File: src/rtl/ctrl_pkg.sv
// Shared definitions for the multicycle control unit: opcodes, state encoding,
// ALU / immediate-select codes and the decoded control bundle.
package ctrl_pkg;

  localparam logic [6:0] OPC_OPIMM  = 7'b0010011;
  localparam logic [6:0] OPC_OP     = 7'b0110011;
  localparam logic [6:0] OPC_LUI    = 7'b0110111;
  localparam logic [6:0] OPC_SW     = 7'b0100011;
  localparam logic [6:0] OPC_LW     = 7'b0000011;
  localparam logic [6:0] OPC_BRANCH = 7'b1100011;
  localparam logic [6:0] OPC_AUIPC  = 7'b0010111;
  localparam logic [6:0] OPC_JAL    = 7'b1101111;
  localparam logic [6:0] OPC_JALR   = 7'b1100111;
  localparam logic [6:0] OPC_NOP    = 7'b0000000;

  typedef enum logic [2:0] {
    ST_IDLE   = 3'd0,
    ST_FETCH  = 3'd1,
    ST_DECODE = 3'd2,
    ST_EXEC   = 3'd3,
    ST_MEM    = 3'd4,
    ST_WB     = 3'd5,
    ST_TRAP   = 3'd6
  } state_e;

  localparam logic [2:0] ALU_REG    = 3'd0;
  localparam logic [2:0] ALU_LUI    = 3'd1;
  localparam logic [2:0] ALU_BRANCH = 3'd2;
  localparam logic [2:0] ALU_JUMP   = 3'd3;
  localparam logic [2:0] ALU_AUIPC  = 3'd4;
  localparam logic [2:0] ALU_OPIMM  = 3'd5;
  localparam logic [2:0] ALU_MEM    = 3'd6;

  localparam logic [2:0] IMM_I = 3'd0;
  localparam logic [2:0] IMM_S = 3'd1;
  localparam logic [2:0] IMM_B = 3'd2;
  localparam logic [2:0] IMM_U = 3'd3;
  localparam logic [2:0] IMM_J = 3'd4;

  typedef struct packed {
    logic [2:0] alu_op;
    logic [2:0] imm_sel;
    logic       alu_src;
    logic       alu_pc;
    logic       add_sum_reg;
    logic       reg_write;
    logic       mem_rd;
    logic       mem_wr;
    logic       mem_to_reg;
    logic       branch;
  } ctrl_t;

  // An instruction with no asserted flag has nothing to execute (NOP-like).
  function automatic logic has_action(input ctrl_t c);
    return c.alu_src | c.alu_pc | c.add_sum_reg | c.reg_write |
           c.mem_rd | c.mem_wr | c.mem_to_reg | c.branch;
  endfunction

endpackage

File: src/rtl/ctrl_decoder.sv
// Combinational opcode decoder; known_o flags opcodes present in the table
// (NOP included) so the control unit can detect illegal instructions.
module ctrl_decoder
  import ctrl_pkg::*;
(
  input  logic [6:0] op_i,
  output ctrl_t      ctrl_o,
  output logic       known_o
);

  always_comb begin
    ctrl_o  = '0;
    known_o = 1'b1;
    case (op_i)
      OPC_OPIMM: begin
        ctrl_o.alu_op = ALU_OPIMM;  ctrl_o.imm_sel = IMM_I;
        ctrl_o.alu_src = 1'b1;      ctrl_o.reg_write = 1'b1;
      end
      OPC_OP: begin
        ctrl_o.alu_op = ALU_REG;    ctrl_o.imm_sel = IMM_I;
        ctrl_o.reg_write = 1'b1;
      end
      OPC_LUI: begin
        ctrl_o.alu_op = ALU_LUI;    ctrl_o.imm_sel = IMM_U;
        ctrl_o.alu_src = 1'b1;      ctrl_o.reg_write = 1'b1;
      end
      OPC_SW: begin
        ctrl_o.alu_op = ALU_MEM;    ctrl_o.imm_sel = IMM_S;
        ctrl_o.alu_src = 1'b1;      ctrl_o.mem_wr = 1'b1;
      end
      OPC_LW: begin
        ctrl_o.alu_op = ALU_MEM;    ctrl_o.imm_sel = IMM_I;
        ctrl_o.alu_src = 1'b1;      ctrl_o.reg_write = 1'b1;
        ctrl_o.mem_rd = 1'b1;       ctrl_o.mem_to_reg = 1'b1;
      end
      OPC_BRANCH: begin
        ctrl_o.alu_op = ALU_BRANCH; ctrl_o.imm_sel = IMM_B;
        ctrl_o.branch = 1'b1;
      end
      OPC_AUIPC: begin
        ctrl_o.alu_op = ALU_AUIPC;  ctrl_o.imm_sel = IMM_U;
        ctrl_o.alu_src = 1'b1;      ctrl_o.alu_pc = 1'b1;
        ctrl_o.reg_write = 1'b1;
      end
      OPC_JAL: begin
        ctrl_o.alu_op = ALU_JUMP;   ctrl_o.imm_sel = IMM_J;
        ctrl_o.alu_pc = 1'b1;       ctrl_o.reg_write = 1'b1;
        ctrl_o.branch = 1'b1;
      end
      OPC_JALR: begin
        ctrl_o.alu_op = ALU_JUMP;   ctrl_o.imm_sel = IMM_I;
        ctrl_o.alu_pc = 1'b1;       ctrl_o.add_sum_reg = 1'b1;
        ctrl_o.branch = 1'b1;
      end
      OPC_NOP: ;
      default: known_o = 1'b0;
    endcase
  end

endmodule

File: src/rtl/multicycle_control_unit.sv
// Multicycle FETCH/DECODE/EXEC/MEM/WB sequencer with registered decode.
// Optional illegal-opcode trap (illegal_o, TRAP state) under CTRL_ILLEGAL_TRAP_EN.
module multicycle_control_unit
  import ctrl_pkg::*;
#(
  parameter int ALU_OP_W  = 4,
  parameter int IMM_SEL_W = 3,
  parameter int BOOT_WAIT = 2
) (
  input  logic                 clk_i,
  input  logic                 rst_n_i,
  input  logic [6:0]           op_i,
  input  logic                 imem_ready_i,
  input  logic                 dmem_ready_i,
  output logic                 imem_req_o,
  output logic                 ir_write_o,
  output logic                 pc_write_o,
  output logic [2:0]           state_o,
  output logic [ALU_OP_W-1:0]  alu_op_o,
  output logic [IMM_SEL_W-1:0] imm_select_o,
  output logic                 alu_src_o,
  output logic                 alu_pc_o,
  output logic                 add_sum_reg_o,
  output logic                 reg_write_o,
  output logic                 mem_rd_o,
  output logic                 mem_wr_o,
  output logic                 mem_to_reg_o,
  output logic                 branch_o
`ifdef CTRL_ILLEGAL_TRAP_EN
  ,
  output logic                 illegal_o
`endif
);

  localparam logic [8:0] BOOT_WAIT_L = 9'(BOOT_WAIT);

  state_e     state_q, state_d;
  logic [7:0] boot_cnt_q, boot_cnt_d;
  ctrl_t      ctrl_q, ctrl_d;
  ctrl_t      dec_ctrl;
  logic       dec_known;
  logic       decoded_phase;

  ctrl_decoder u_decoder (
    .op_i    (op_i),
    .ctrl_o  (dec_ctrl),
    .known_o (dec_known)
  );

  always_ff @(posedge clk_i or negedge rst_n_i) begin
    if (!rst_n_i) begin
      state_q    <= ST_IDLE;
      boot_cnt_q <= '0;
      ctrl_q     <= '0;
    end else begin
      state_q    <= state_d;
      boot_cnt_q <= boot_cnt_d;
      ctrl_q     <= ctrl_d;
    end
  end

  always_comb begin
    state_d    = state_q;
    boot_cnt_d = boot_cnt_q;
    ctrl_d     = ctrl_q;
    case (state_q)
      ST_IDLE: begin
        if ({1'b0, boot_cnt_q} + 9'd1 >= BOOT_WAIT_L) state_d = ST_FETCH;
        else boot_cnt_d = boot_cnt_q + 8'd1;
      end
      ST_FETCH: if (imem_ready_i) state_d = ST_DECODE;
      ST_DECODE: begin
        ctrl_d = dec_ctrl;
`ifdef CTRL_ILLEGAL_TRAP_EN
        if (!dec_known) state_d = ST_TRAP;
        else
`endif
        if (!dec_known || !has_action(dec_ctrl)) state_d = ST_FETCH;
        else state_d = ST_EXEC;
      end
      // Jumps that link (JAL) still need WB; pure control transfers finish here.
      ST_EXEC: begin
        if (ctrl_q.mem_rd || ctrl_q.mem_wr) state_d = ST_MEM;
        else if (ctrl_q.branch && !ctrl_q.reg_write) state_d = ST_FETCH;
        else state_d = ST_WB;
      end
      ST_MEM: if (dmem_ready_i) state_d = ctrl_q.reg_write ? ST_WB : ST_FETCH;
      ST_WB: state_d = ST_FETCH;
`ifdef CTRL_ILLEGAL_TRAP_EN
      ST_TRAP: state_d = ST_TRAP;
`endif
      default: state_d = ST_IDLE;
    endcase
  end

  always_comb begin
    decoded_phase = (state_q == ST_EXEC) || (state_q == ST_MEM) || (state_q == ST_WB);
    imem_req_o    = (state_q == ST_FETCH);
    ir_write_o    = (state_q == ST_FETCH) && imem_ready_i;
    // The retiring state is the one handing control back to FETCH.
    pc_write_o    = (decoded_phase || state_q == ST_DECODE) && (state_d == ST_FETCH);
    alu_op_o      = '0;
    imm_select_o  = '0;
    alu_src_o     = 1'b0;
    alu_pc_o      = 1'b0;
    add_sum_reg_o = 1'b0;
    mem_to_reg_o  = 1'b0;
    if (decoded_phase) begin
      alu_op_o      = ALU_OP_W'(ctrl_q.alu_op);
      imm_select_o  = IMM_SEL_W'(ctrl_q.imm_sel);
      alu_src_o     = ctrl_q.alu_src;
      alu_pc_o      = ctrl_q.alu_pc;
      add_sum_reg_o = ctrl_q.add_sum_reg;
      mem_to_reg_o  = ctrl_q.mem_to_reg;
    end
    branch_o      = (state_q == ST_EXEC) && ctrl_q.branch;
    mem_rd_o      = (state_q == ST_MEM) && ctrl_q.mem_rd;
    mem_wr_o      = (state_q == ST_MEM) && ctrl_q.mem_wr;
    reg_write_o   = (state_q == ST_WB) && ctrl_q.reg_write;
  end

  assign state_o = state_q;

`ifdef CTRL_ILLEGAL_TRAP_EN
  assign illegal_o = (state_q == ST_TRAP);
`endif

endmodule

File: config.mk
export PLATFORM = sky130hd
export DESIGN_NAME = multicycle_control_unit
export DESIGN_NICKNAME = d
export VERILOG_FILES = /design/src/rtl/ctrl_pkg.sv /design/src/rtl/ctrl_decoder.sv /design/src/rtl/multicycle_control_unit.sv
export SDC_FILE = /design/constraint.sdc
export NUM_CORES = 1
export LEC_CHECK = 0
export CAP_MARGIN = 20
export CORE_MARGIN = 2
export CORE_UTILIZATION = 55
export CTS_BUF_LIST = sky130_fd_sc_hd__clkbuf_2
export DETAILED_ROUTE_END_ITERATION = 8
export PLACE_DENSITY = 0.92
export RECOVER_POWER = 50
export SETUP_SLACK_MARGIN = 0.3
export SYNTH_ARGS = -nofsm -noshare
export SYNTH_HDL_FRONTEND = slang
export SYNTH_SLANG_ARGS = --single-unit
File: constraint.sdc
create_clock -name clk_i -period 2.7 [get_ports clk_i]
set_input_delay 0.54 -clock clk_i [delete_from_list [all_inputs] [get_ports clk_i]]
set_output_delay 0.54 -clock clk_i [all_outputs]
set_load 0.01 [all_outputs]
==> results.md, run 1 <==
- Initial antenna violation count: 0
- FF-to-FF setup slack: ~0.22 ns
- P_leak: between 0.001 and 0.0015 uW
- Crit path DAT: a little under 2 ns
- H-tree depth: 1
- Sum Neg Setup Slack: 0 ns
- First-pass GRT wire length: approximately 6500 um
- CTS tree: built
- Initial core utilization: 0.575
- Worst Tran Pin Value: between 1 and 1.5 ns
- Port buffer count: 30
- WHS Path Cells: 0
- Leading area contributor after synthesis: dfrtp_1
- Min Tclk post-route: around 2.5 ns
- Placer congestion estimate: 0.875
- Top-area cell type share of the netlist area: 0.429
- Fillers: around 120
- EDFF count, synth: 0
- Yosys reg bits: 24
- Commonest cells post-synth: dfrtp_1, nand2_1, o21ai_0
- Detailed-route via count: about 1500
- Largest net degree at the start of global routing: 25
- Cell Pwr Density: 759 nW/um2
- Placed insts: between 200 and 250
- Post-Place Cell Area: approximately 1700 um2
- Fmax: approximately 400 MHz
- Clk Latency, worst-skew pair: 0.35 ns
- Nets: ~230
- Die width: around 54 um
- Grt total ovfl: 0
- Vias per cell: approximately 6.2
- Synthesized cell area: between 1000 and 1500 um2
- Tcrit/Tclk final: 0.930
- Post-DR wirelength/cell: approximately 19 um
- Critical path endpoint category: output pin
- Root Driver: clkbuf_2
- Final WL: about 4600 um
- Die area: a little under 3000 um2
- GRT Total Usage: 0.308
- Max Cap Viol: 0
- Skew final: roughly 0.0026 ns
- Worst Setup Path Type: register to output pin
- Antenna diode count: 0
- Min-Delay Startpoint: boot_cnt_q[7]$_DFFE_PN0P_
- Area Overhead vs Synth: 43.9%
- Cell with the most instances after synthesis: dfrtp_1
- Ys Warns: 0
- Ranking of synthesized cells by area: dfrtp_1, nand2_1, o21ai_0, and2_1, nor2_1
- Sequential share of the synthesized area: 0.429
- Unrepaired setup endpoints after global routing: yes
- Post-synth ARST share: 1.00
- Mean post-synth cell area: a little under 9 um2
- Setup Viol. Count Final: 0
- CTS clk-pin slew, worst paths: approximately 0.23 ns
- Die span in y: 54.4 um
- CP Max Fanout: 5
- Synth cell types: 43
- DP HPWL: around 2400 um
- R2r endpoint: state_o[1]$_DFF_PN0_
- Worst EP required: 2.16 ns
- Num rows: 18
- Final std cells w/o fill: 241
- Hold Crit Endpoint: boot_cnt_q[7]$_DFFE_PN0P_
- CP Launch Type: register
- Final ANT Viol Nets: 0
- Num Clock Sinks: 24
- Clock Path Buffers: 2
- Fin. Hold Viols: 0
- 1st-iter DRT viols: 64
- Worst Reg-to-Reg Cells: 15
- Pins Over Slew Limit: 0
- Hold Buf Count CTS: 0
- Status: finished, final reports clean
- Syn_nets: 174
- VDD IR max: between 700 and 800 uV
- Hold WC Path Type: register to register
- Max-slew headroom: 0.105
- Ys flop type: dfrtp_1
- 1st-pass router iterations: 4
- Mapped Cells: approximately 160
- Vias in the first global route: between 1000 and 1500
- DRC viols: 0
- I/O pin count: 32
- Ratio of cells with drive above 1 in the final layout: 0.246
- Final instance area: 2010 um2
- Core region area: roughly 2400 um2
- CTS Buf Count: 3
- Reg2reg start: state_o[2]$_DFF_PN0_
==> where the power goes <==
group	switching [uW]	leakage [uW]	total, uW	internal [uW]
logic	427	0.000678	812	385
registers	109	0.000315	570	461
clock network	114	0.0000140	146	32.2
==> registers in the layout, summed over array words and instances, names as in the netlist <==
signal and flops:
boot_cnt_q 8, ctrl_q 13, state_o 3
==> layout make-up <==
cell class              instances  area (um2)  share of cell area
multi-input cells             118         798               0.397
flip-flops and latches         24         602               0.299
repair buffers                 59         534               0.265
well taps                      30        37.5              0.0186
inverters                       6        22.5              0.0112
clock buffers                   3        15.0             0.00746
clock inverters                 1        3.75             0.00186
==> cells by family after synthesis <==
logic type                 synth area share
AOI/OAI and AO/OA                     0.178
xor gates and xnor gates            0.00626
adders and majority gates            0.0179
buffers and inverters                0.0698
DFF                                   0.429
other                               0.00268
and+or+nand+nor                       0.296
==> layer usage <==
metal | GRT usage | vias to the layer above | routed length [um] | share of wire
li1 | - | 656 | - | -
met1 | 0.355 | 695 | 1700 | 0.37
met2 | 0.538 | 116 | 2300 | 0.50
met3 | 0.0410 | 31 | 363 | 0.079
met4 | 0.188 | 0 | 242 | 0.053
met5 | 0 | - | 0 | 0
==> how the worst max path moves through the flow <==
stage / to / startpoint / slack, ns / depth (start not counted)
3_3_place_gp: pc_write_o / op_i[4] / -0.16 / 6
2_1_floorplan: pc_write_o / op_i[4] / 0.70 / 5
3_5_place_dp: pc_write_o / op_i[4] / -0.27 / 6
5_1_grt: mem_to_reg_o / state_o[1]$_DFF_PN0_ / 0.11 / 4
6_report: imm_select_o[1] / state_o[1]$_DFF_PN0_ / 0.19 / 4
4_1_cts: state_o[1]$_DFF_PN0_ / op_i[0] / 0.25 / 15
==> timing repair <==
action                                  4_1_cts  5_1_grt
endpoints found under the setup margin       16       17
buffers inserted                             17        2
pin swaps                                     4        4
cloned                                        1        0
gates resized for setup                      21       18
==> cells in the final DEF, fill, tap and decap left out, types with 3 or more instances in the layout <==
| master | synthesis | final |
|---|---|---|
| dlymetal6s2s_1 | 0 | 10 |
| clkdlybuf4s50_1 | 0 | 15 |
| nor3_1 | 5 | 4 |
| nor3b_1 | 3 | 3 |
| buf_4 | 2 | 26 |
| dlygate4sd2_1 | 0 | 3 |
| o211ai_1 | 3 | 3 |
| inv_1 | 6 | 6 |
| and2_1 | 11 | 11 |
| clkbuf_2 | 1 | 3 |
| nand2_1 | 21 | 19 |
| o21ai_0 | 14 | 13 |
| nor2_1 | 13 | 12 |
| a31oi_1 | 5 | 5 |
| nand2b_4 | 1 | 3 |
| dfrtp_1 | 24 | 23 |
| a21oi_1 | 4 | 4 |
==> stage by stage <==
stage / util / setup WS, ns / hold slack, ns / total power, uW
5_1_grt: 0.828 / 0.109 / 0.444 / 1600
2_1_floorplan: - / 0.701 / 0.244 / 885
4_1_cts: 0.798 / 0.251 / 0.413 / 1410
6_report: 0.828 / 0.189 / 0.413 / 1530
3_5_place_dp: 0.714 / -0.266 / 0.369 / 1150
3_3_place_gp: 0.714 / -0.155 / 0.368 / 1130
==> critical path, cell delays in order (launching register included) <==
cell	delay, ns
dfrtp_1	0.52
nand2_2	0.19
o21ai_4	0.22
and2_1	0.16
clkdlybuf4s50_1	0.53
No activity file was read; power rests on OpenSTA's default activity.
==> inputs of run 2 (changes only) <==
Settings changed: HOLD_SLACK_MARGIN from default to 0.03.
==> results of run 2 <==
No change in the layout: final DEF, timing and power equal those of run 1.
==> inputs of run 3 (changes only) <==
Settings changed: DONT_BUFFER_PORTS from default to 1, PLACE_DENSITY 0.92 to 0.75.
==> run 3 against run 2 <==
  * Cell count decreased by 24%
  * Clock skew is 0.0093 ns higher
  * Clock power down 6%
  * Combinational power decreased by 52%
  * Hold slack worse by 0.083 ns
  * Global-route usage shrank 10 points
  * Sequential cell count did not move
  * Routed wire length shrank 37%
  * Largest power group is now registers
  * Critical endpoint is now pc_write_o
  * Utilization is 25 points lower
  * Via count down 25%
==> results.md, run 3 (synthesized netlist as in run 1, its figures left out) <==
- Port buffer count: 0 (-100%)
- Pins Over Slew Limit: 0 (unchanged)
- H-tree depth: 1 (unchanged)
- Crit-path leading delay family: simple AND/OR/NAND/NOR gates
- Post-CTS Setup Bufs: 0 (-17)
- Root Driver: clkbuf_2
- Most frequent cells in the layout: dfrtp_1, nand2_1, o21ai_0
- Final instance area: 1410 um2 (-30%)
- Setup Viol. Count Final: 0 (unchanged)
- CTS tree: built
- Antenna diode count: 0 (unchanged)
- Critical-path top delay cell: dfrtp_1
- Final worst setup slack: 0.396 ns (+0.207 ns)
- Nets: 167 (-26%)
- Post-DR wirelength/cell: 15.8 um (-18%)
- CP Max Fanout: 11 (+6)
- Slowest cell delay on critical path: 0.58 ns (+0.05 ns)
- Max reg flops: 13 (unchanged)
- Core region area: 2430 um2 (unchanged)
- Die span in y: 54.4 um (unchanged)
- Fin. Hold Viols: 0 (unchanged)
- Grt total ovfl: 0 (unchanged)
- CP Launch Type: register
- Initial core utilization: 0.575 (unchanged)
- GRT Total Usage: 0.204 (-0.104)
- Place WS: 0.648 ns (+0.913 ns)
- 1st-pass router iterations: 4 (unchanged)
- Sum Neg Setup Slack: 0 ns (unchanged)
- CP Cell Sequence: nand2b_1 -> nor2_4 -> o21ai_0 -> and3_1
- Largest net degree at the start of global routing: 25 (unchanged)
- I/O pin count: 32 (unchanged)
- Vias in the first global route: 986 (-31%)
- Worst Tran Pin Value: 0.951 ns (-0.391 ns)
- Skew final: 0.0120 ns (+0.00933 ns)
- Hold WC Path Type: primary input to register
- Num rows: 18 (unchanged)
- Detailed-route via count: 1117 (-25%)
- DP HPWL: 2150 um (-9.6%)
- Placer congestion estimate: 0.817 (-6.6%)
- Status: finished, final reports clean
- Fmax: 434 MHz (+9.0%)
- Final core occ: 0.580 (-0.247)
- Largest reg by FF count: ctrl_q
- Final ANT Viol Nets: 0 (unchanged)
- Max Cap Viol: 0 (unchanged)
- First-pass GRT wire length: 4280 um (-34%)
- Vias per cell: 6.10 (-1.8%)
- Max-slew headroom: 0.366 (+0.261)
- Min Tclk post-route: 2.30 ns (-0.207 ns)
- Clock Path Buffers: 2 (unchanged)
- Total Power: 1110 uW (-27%)
- FF-to-FF setup slack: 0.84 ns (+0.62 ns)
- Final WL: 2890 um (-37%)
- Initial antenna violation count: 0 (unchanged)
- Num Clock Sinks: 24 (unchanged)
- Clk Latency, worst-skew pair: 0.34 ns (about the same)
- 1st-iter DRT viols: 28 (-56%)
- Worst Setup Path Type: register to output pin
- Critical path endpoint category: output pin
- Most common cell after layout, fill and taps aside: dfrtp_1
- Unrepaired setup endpoints after global routing: no
- Cell Pwr Density: 787 nW/um2 (+3.6%)
- Die area: 2960 um2 (unchanged)
- VDD IR max: 679 uV (-5.2%)
- Crit path DAT: 1.76 ns (-0.21 ns)
- Fillers: 211 (+74%)
- DRC viols: 0 (unchanged)
- Ratio of cells with drive above 1 in the final layout: 0.0915 (-0.155)
- Tcrit/Tclk final: 0.853 (-0.0768)
- CTS Buf Count: 3 (unchanged)
- Die width: 54.4 um (unchanged)
- P_leak: 0.000591 uW (-41%)
- Area Overhead vs Synth: 0.894%
- CP Buf/Inv Count: 0 (-1)
- Post-Place Cell Area: 1360 um2 (-22%)
- CTS clk-pin slew, worst paths: 0.22 ns (about the same)
- Worst EP required: 2.16 ns (about the same)
run 3: power breakdown:
part / switching [uW] / internal, uW / total (uW)
Clock: 105 / 32.2 / 137
Sequential: 120 / 460 / 580
Combinational: 251 / 142 / 393
Total: 476 / 634 / 1110
run 3: layout make-up:
| type | count | area (um2) | share of cell area |
|---|---|---|---|
| clock buffers | 3 | 15.0 | 0.0106 |
| clock inverters | 1 | 3.75 | 0.00266 |
| inverters | 6 | 22.5 | 0.0160 |
| multi-input cells | 117 | 717 | 0.508 |
| flip-flops and latches | 24 | 602 | 0.426 |
| well taps | 30 | 37.5 | 0.0266 |
| repair buffers | 2 | 13.8 | 0.00975 |
run 3: per-stage QoR:
stage | hold slack [ns] | cells
global route | 0.323 | 183
finish | 0.330 | 183
detailed placement | 0.245 | 177
CTS | 0.330 | 182
global placement | 0.245 | 177
floorplan | 0.244 | 161
run 3: routing by layer:
metal,share of wire,vias up,routed length (um),global-route usage
met4,0.015,0,44,0.100
met2,0.51,40,1490,0.357
li1,-,541,-,-
met1,0.42,531,1200,0.233
met3,0.053,5,153,0.0437
met5,0,-,0,0
run 3: final timing paths:
kind | end | cells after the start | startpoint
worst max-delay path | pc_write_o | 4 | state_o[2]$_DFF_PN0_
worst min-delay path | ctrl_q[4]$_DFFE_PN0P_ | 2 | op_i[3]
worst max register to register | state_o[0]$_DFF_PN0_ | 5 | boot_cnt_q[0]$_DFFE_PN0P_
worst min register to register | boot_cnt_q[7]$_DFFE_PN0P_ | 0 | boot_cnt_q[7]$_DFFE_PN0P_
max in group asynchronous | state_o[0]$_DFF_PN0_ | 2 | rst_n_i
min in group asynchronous | state_o[1]$_DFF_PN0_ | 1 | rst_n_i
run 3: timing repair:
| item | in CTS | in global routing |
|---|---|---|
| resized for setup | 3 | 3 |
| endpoints found under the hold margin | 24 | 0 |
| hold buffers | 1 | 0 |
| endpoints found under the setup margin | 11 | 1 |
==> variant 1 (settings of run 3) <==
Add a define of `CTRL_ILLEGAL_TRAP_EN`.
--- a/src/rtl/multicycle_control_unit.sv
+++ b/src/rtl/multicycle_control_unit.sv
@@ -1,4 +1,6 @@
 // Multicycle FETCH/DECODE/EXEC/MEM/WB sequencer with registered decode.
 // Optional illegal-opcode trap (illegal_o, TRAP state) under CTRL_ILLEGAL_TRAP_EN.
+`define CTRL_ILLEGAL_TRAP_EN
+
 module multicycle_control_unit
   import ctrl_pkg::*;
Behaviour (old outputs only; new: illegal_o): not the same (a bounded check fails within 4 cycles, from zero or initial values and one cycle with rst_n_i low).
==> variant 1 against run 3 <==
- synthesized cell count up 0.62%
- total power down 2.3%
- final area up 4.2%
- count of clock-buffer cells in the layout unchanged
- sequential cell count unchanged
- routed wire length down 1.5%
- setup slack worse by 0.039 ns
- critical path depth down 1
- synthesized area up 1.6%
- register-to-register slack worse by 0.06 ns
- largest power group unchanged
==> variant 1: results (changes against run 3) <==
[yosys] Area contributors post-synth dfrtp_1 (42%), nand2_1 (6.3%), and2_1 (5.7%), o21ai_0 (5.3%), nor2_1 (2.9%)
[worst_setup_path] critical path peak fanout 15 [+4]
[grt] vias in the first global route 1035 [+5.0%]
[status] status finished clean
[yosys] adder-cell share of the synthesized area 1.761% [-0.028 points]
[grt] All-Layer GR Usage 21.52% [+1.1 points]
[layout] final std cells w/o fill 187 [+2.2%]
[placed_design] gp weighted congestion 0.8978 [+9.9%]
[drt] DR iter-0 viols 21 [-25%]
[placed_design] DP Cell Count 181 [+2.3%]
[timing] worst slew slack as a fraction of its limit 31.35% [-5.2 points]
[power_and_ir_drop] P_leak 0.6291 nW [+6.4%]
[worst_setup_path] largest incremental delay on the critical path 0.71 ns [+0.13 ns]
[yosys] Compound-Gate Fraction of Synth Area 17.52% [-0.28 points]
[timing] maximum clock skew at final layout 0.004694 ns [-0.007263 ns]
[worst_setup_path] Crit path arrival time 1.80 ns [+0.04 ns]
[layout] number of nets at the end of the flow 171 [+2.4%]
[yosys] multiplexer fraction of the synthesized cell area 0.7923% [+0.79 points]
[power_and_ir_drop] Max VDD drop 0.4897 mV [-28%]
[yosys] number of distinct standard cells referenced by the synthesized netlist 44 [+2.3%]
[grt] maximum number of pins on one net before global-route repair 28 [+12%]
[yosys] post-synthesis xor/xnor area fraction 1.232% [+0.61 points]
[grt] wire length of the first global-routing pass 4636 um [+8.4%]
[yosys] share of the yosys chip area belonging to registers 42.25% [-0.68 points]
[drt] total via count in the routed design 1119 [+0.18%]
[placed_design] hpwl dp 2101 um [-2.0%]
[clock_tree] clock buffers created by TritonCTS 3 [unchanged]
[layout] Top reg by flops ctrl_q
[layout] ratio of cells with drive above 1 in the final layout 8.280% [-0.87 points]
[yosys] leading cell types by count after synthesis dfrtp_1 (24), nand2_1 (24), o21ai_0 (15)
[clock_tree] setup repair bufs after CTS 0 [unchanged]
[clock_tree] clock input transition at the sequential cells of the worst setup and hold paths 0.22 ns [about the same]
[yosys] mean instance size in the synthesized netlist 8.774 sq um [+0.98%]
==> variant 1: cell type report <==
type | instances | area (sq um)
clock inverter | 1 | 30.03
fill | 224 | 984.7
inverter | 5 | 18.77
timing repair buffer | 2 | 13.76
clock buffer | 3 | 15.01
sequential | 24 | 600.6
tap | 30 | 37.54
multi-input combinational | 122 | 754.5
==> variant 1: power breakdown <==
group | leakage, nW | internal (mW) | switching, mW
clock network | 0.0266 | 0.128 | 0.105
logic | 0.282 | 0.111 | 0.193
registers | 0.321 | 0.445 | 0.103
total | 0.629 | 0.684 | 0.401
==> variant 1: critical path: cells and delay by family (launching register included) <==
family	cells	cell delay [ns]
and+or+nand+nor	3	0.76
DFF	1	0.71
==> variant 1: repair_timing <==
action | 4_1_cts | 5_1_grt
resized for setup | 0 | 1
hold buffers | 1 | 0
hold endpoints to repair | 24 | 0
endpoints found under the setup margin | 0 | 10
==> variant 1: logic make-up (layout without fill, tap and decap cells) <==
group,Yosys count,in the layout
multiplexers,1,1
buffers and inverters,16,11
flip-flops,24,24
other,1,1
XOR/XNOR,2,2
AO/OA/AOI/OAI,36,36
AND/OR/NAND/NOR,80,80
adder cells (fa/ha/maj),2,2
==> variant 1: final timing paths <==
kind | start | to | slack (ns) | cells past startpoint
worst max-delay path | state_o[1] | add_sum_reg_o | 0.36 | 3
worst min-delay path | op_i[3] | ctrl_q[10] | 0.33 | 2
worst max register to register | state_o[2] | state_o[1] | 0.78 | 4
worst min register to register | boot_cnt_q[5] | boot_cnt_q[5] | 0.44 | 0
max in group asynchronous | rst_n_i | ctrl_q[11] | 1.03 | 2
min in group asynchronous | rst_n_i | boot_cnt_q[2] | 0.46 | 1
==> variant 1: metal layers <==
metal / routed length [um] / global-route usage, % / part of all wire [%]
met1: 1255 / 29.48 / 44
met4: 29 / 6.667 / 1.0
met2: 1431 / 34.72 / 50
met3: 126 / 3.279 / 4.4
met5: 0 / 0 / 0
==> variant 1: through the flow <==
step	setup WS [ns]	power [mW]	cell area [sq um]	hold WS, ns	utilization [%]
after floorplan	0.5749	0.7850	1421	0.2444	-
after global placement	0.4183	0.8365	1411	0.2449	57.49
after detailed placement	0.4072	0.8493	1411	0.2449	57.49
after CTS	0.3722	1.094	1466	0.3110	59.74
after global routing	0.1932	1.167	1470	0.2947	59.89
final	0.3577	1.085	1470	0.3280	59.89
==> variant 2 (flow settings as in run 3) <==
Without the edit above. Make the reset (`rst_n_i`) synchronous in one clocked block.
--- a/src/rtl/multicycle_control_unit.sv
+++ b/src/rtl/multicycle_control_unit.sv
@@ -48,5 +48,5 @@
   );
 
-  always_ff @(posedge clk_i or negedge rst_n_i) begin
+  always_ff @(posedge clk_i) begin
     if (!rst_n_i) begin
       state_q    <= ST_IDLE;
Formal check against the unedited RTL: differs if rst_n_i is asserted again (counterexample within 4 cycles, from zero or initial values and one cycle with rst_n_i low); with rst_n_i held inactive, the same outputs for 10 cycles.
==> variant 2 against run 3 <==
- register-to-register slack better by 0.11 ns
- maximum frequency is 1.5% lower
- sequential cell count is the same
- setup slack worse by 0.034 ns
- synthesized area fell by 7.9%
- final area decreased by 8.0%
- first-iteration DRC count fell by 18%
- critical path depth unchanged
- routed wire length is 13% lower
Power is not compared: it rests on default switching activity, and its combinational part moved more than twofold at a synthesized area within 25%.
==> variant 2: results (changes against run 3) <==
[placed_design] Placement Setup Slack 0.6718 ns [+0.02409 ns]
[grt] maximum number of pins on one net before global-route repair 26 [+4.0%]
[layout] number of nets at the end of the flow 170 [+1.8%]
[drt] Via density 5.777 [-5.4%]
[drt] sum of routed wire segments on met1 1168 um [-2.8%]
[worst_setup_path] depth of the worst register-to-register path 4 [-1]
[yosys] fraction of registers with async set or reset after synthesis 0% [-100 points]
[worst_setup_path] setup slack on the worst flop-to-flop path 0.95 ns [+0.11 ns]
[layout] Multi-Input Combinational 123 [+5.1%]
[floorplanning] placement row count 17 [-1]
[layout] final-layout fill cell count 209 [-0.95%]
[drt] DR WL met2 1159 um [-22%]
[worst_setup_path] slowest library cell on the worst path dfxtp_1
[yosys] mean instance size in the synthesized netlist 8.005 sq um [-7.9%]
[drt] amount of wire on met3 after detailed routing 119 um [-22%]
[placed_design] post-place instance area 1272 sq um [-6.5%]
[drt] DR iter-0 viols 23 [-18%]
[grt] wire length of the first global-routing pass 4298 um [+0.47%]
[worst_setup_path] Crit path arrival time 1.80 ns [+0.04 ns]
[worst_setup_path] critical path peak fanout 14 [+3]
[timing] worst slew slack as a fraction of its limit 52.34% [+16 points]
[timing] worst-case hold slack 0.2969 ns [-0.03296 ns]
[worst_setup_path] Worst path top cell family by delay flip-flops
[grt] vias in the first global route 996 [+1.0%]
[layout] number of signal-net buffers in the layout 0 [-2]
[status] status finished clean
[worst_setup_path] endpoint of the lowest-slack register-to-register path ctrl_q[10]
[layout] final sequential cell count 24 [unchanged]
[grt] met3 track demand over resource 3.714% [-0.66 points]
[layout] multi-input gate share of the layout cell area 57.13% [+6.3 points]
[grt] All-Layer GR Usage 20.87% [+0.48 points]
[worst_setup_path] largest incremental delay on the critical path 0.64 ns [+0.06 ns]
[layout] proportion of cell area spent on the clock network 1.445% [+0.12 points]
[drt] total via count in the routed design 1063 [-4.8%]
==> variant 2: logic make-up after synthesis <==
logic type      Yosys count  synth area share [%]
compound gates           38                 18.64
simple gates             80                 34.95
buf+inv                  14                 5.437
flops                    24                 37.28
mux                       1                0.7767
other cells               1                0.2910
xor+xnor                  1                0.6797
fa+ha+maj                 2                 1.941
==> variant 2: power groups by stage <==
| stage | sequential (mW) | combinational (mW) | clock, mW |
|---|---|---|---|
| after floorplan | 0.414 | 0.154 | 0 |
| after global placement | 0.421 | 0.162 | 0 |
| after detailed placement | 0.424 | 0.167 | 0 |
| after CTS | 0.417 | 0.169 | 0.137 |
| after global routing | 0.426 | 0.189 | 0.150 |
| final | 0.418 | 0.167 | 0.134 |
==> variant 2: repair_timing <==
action                                  4_1_cts  5_1_grt
setup buffers                                 0        0
endpoints found under the setup margin       10        1
hold buffers                                  0        0
hold endpoints to repair                      0        0
gates resized for setup                       1        4
pin swaps                                     0        0
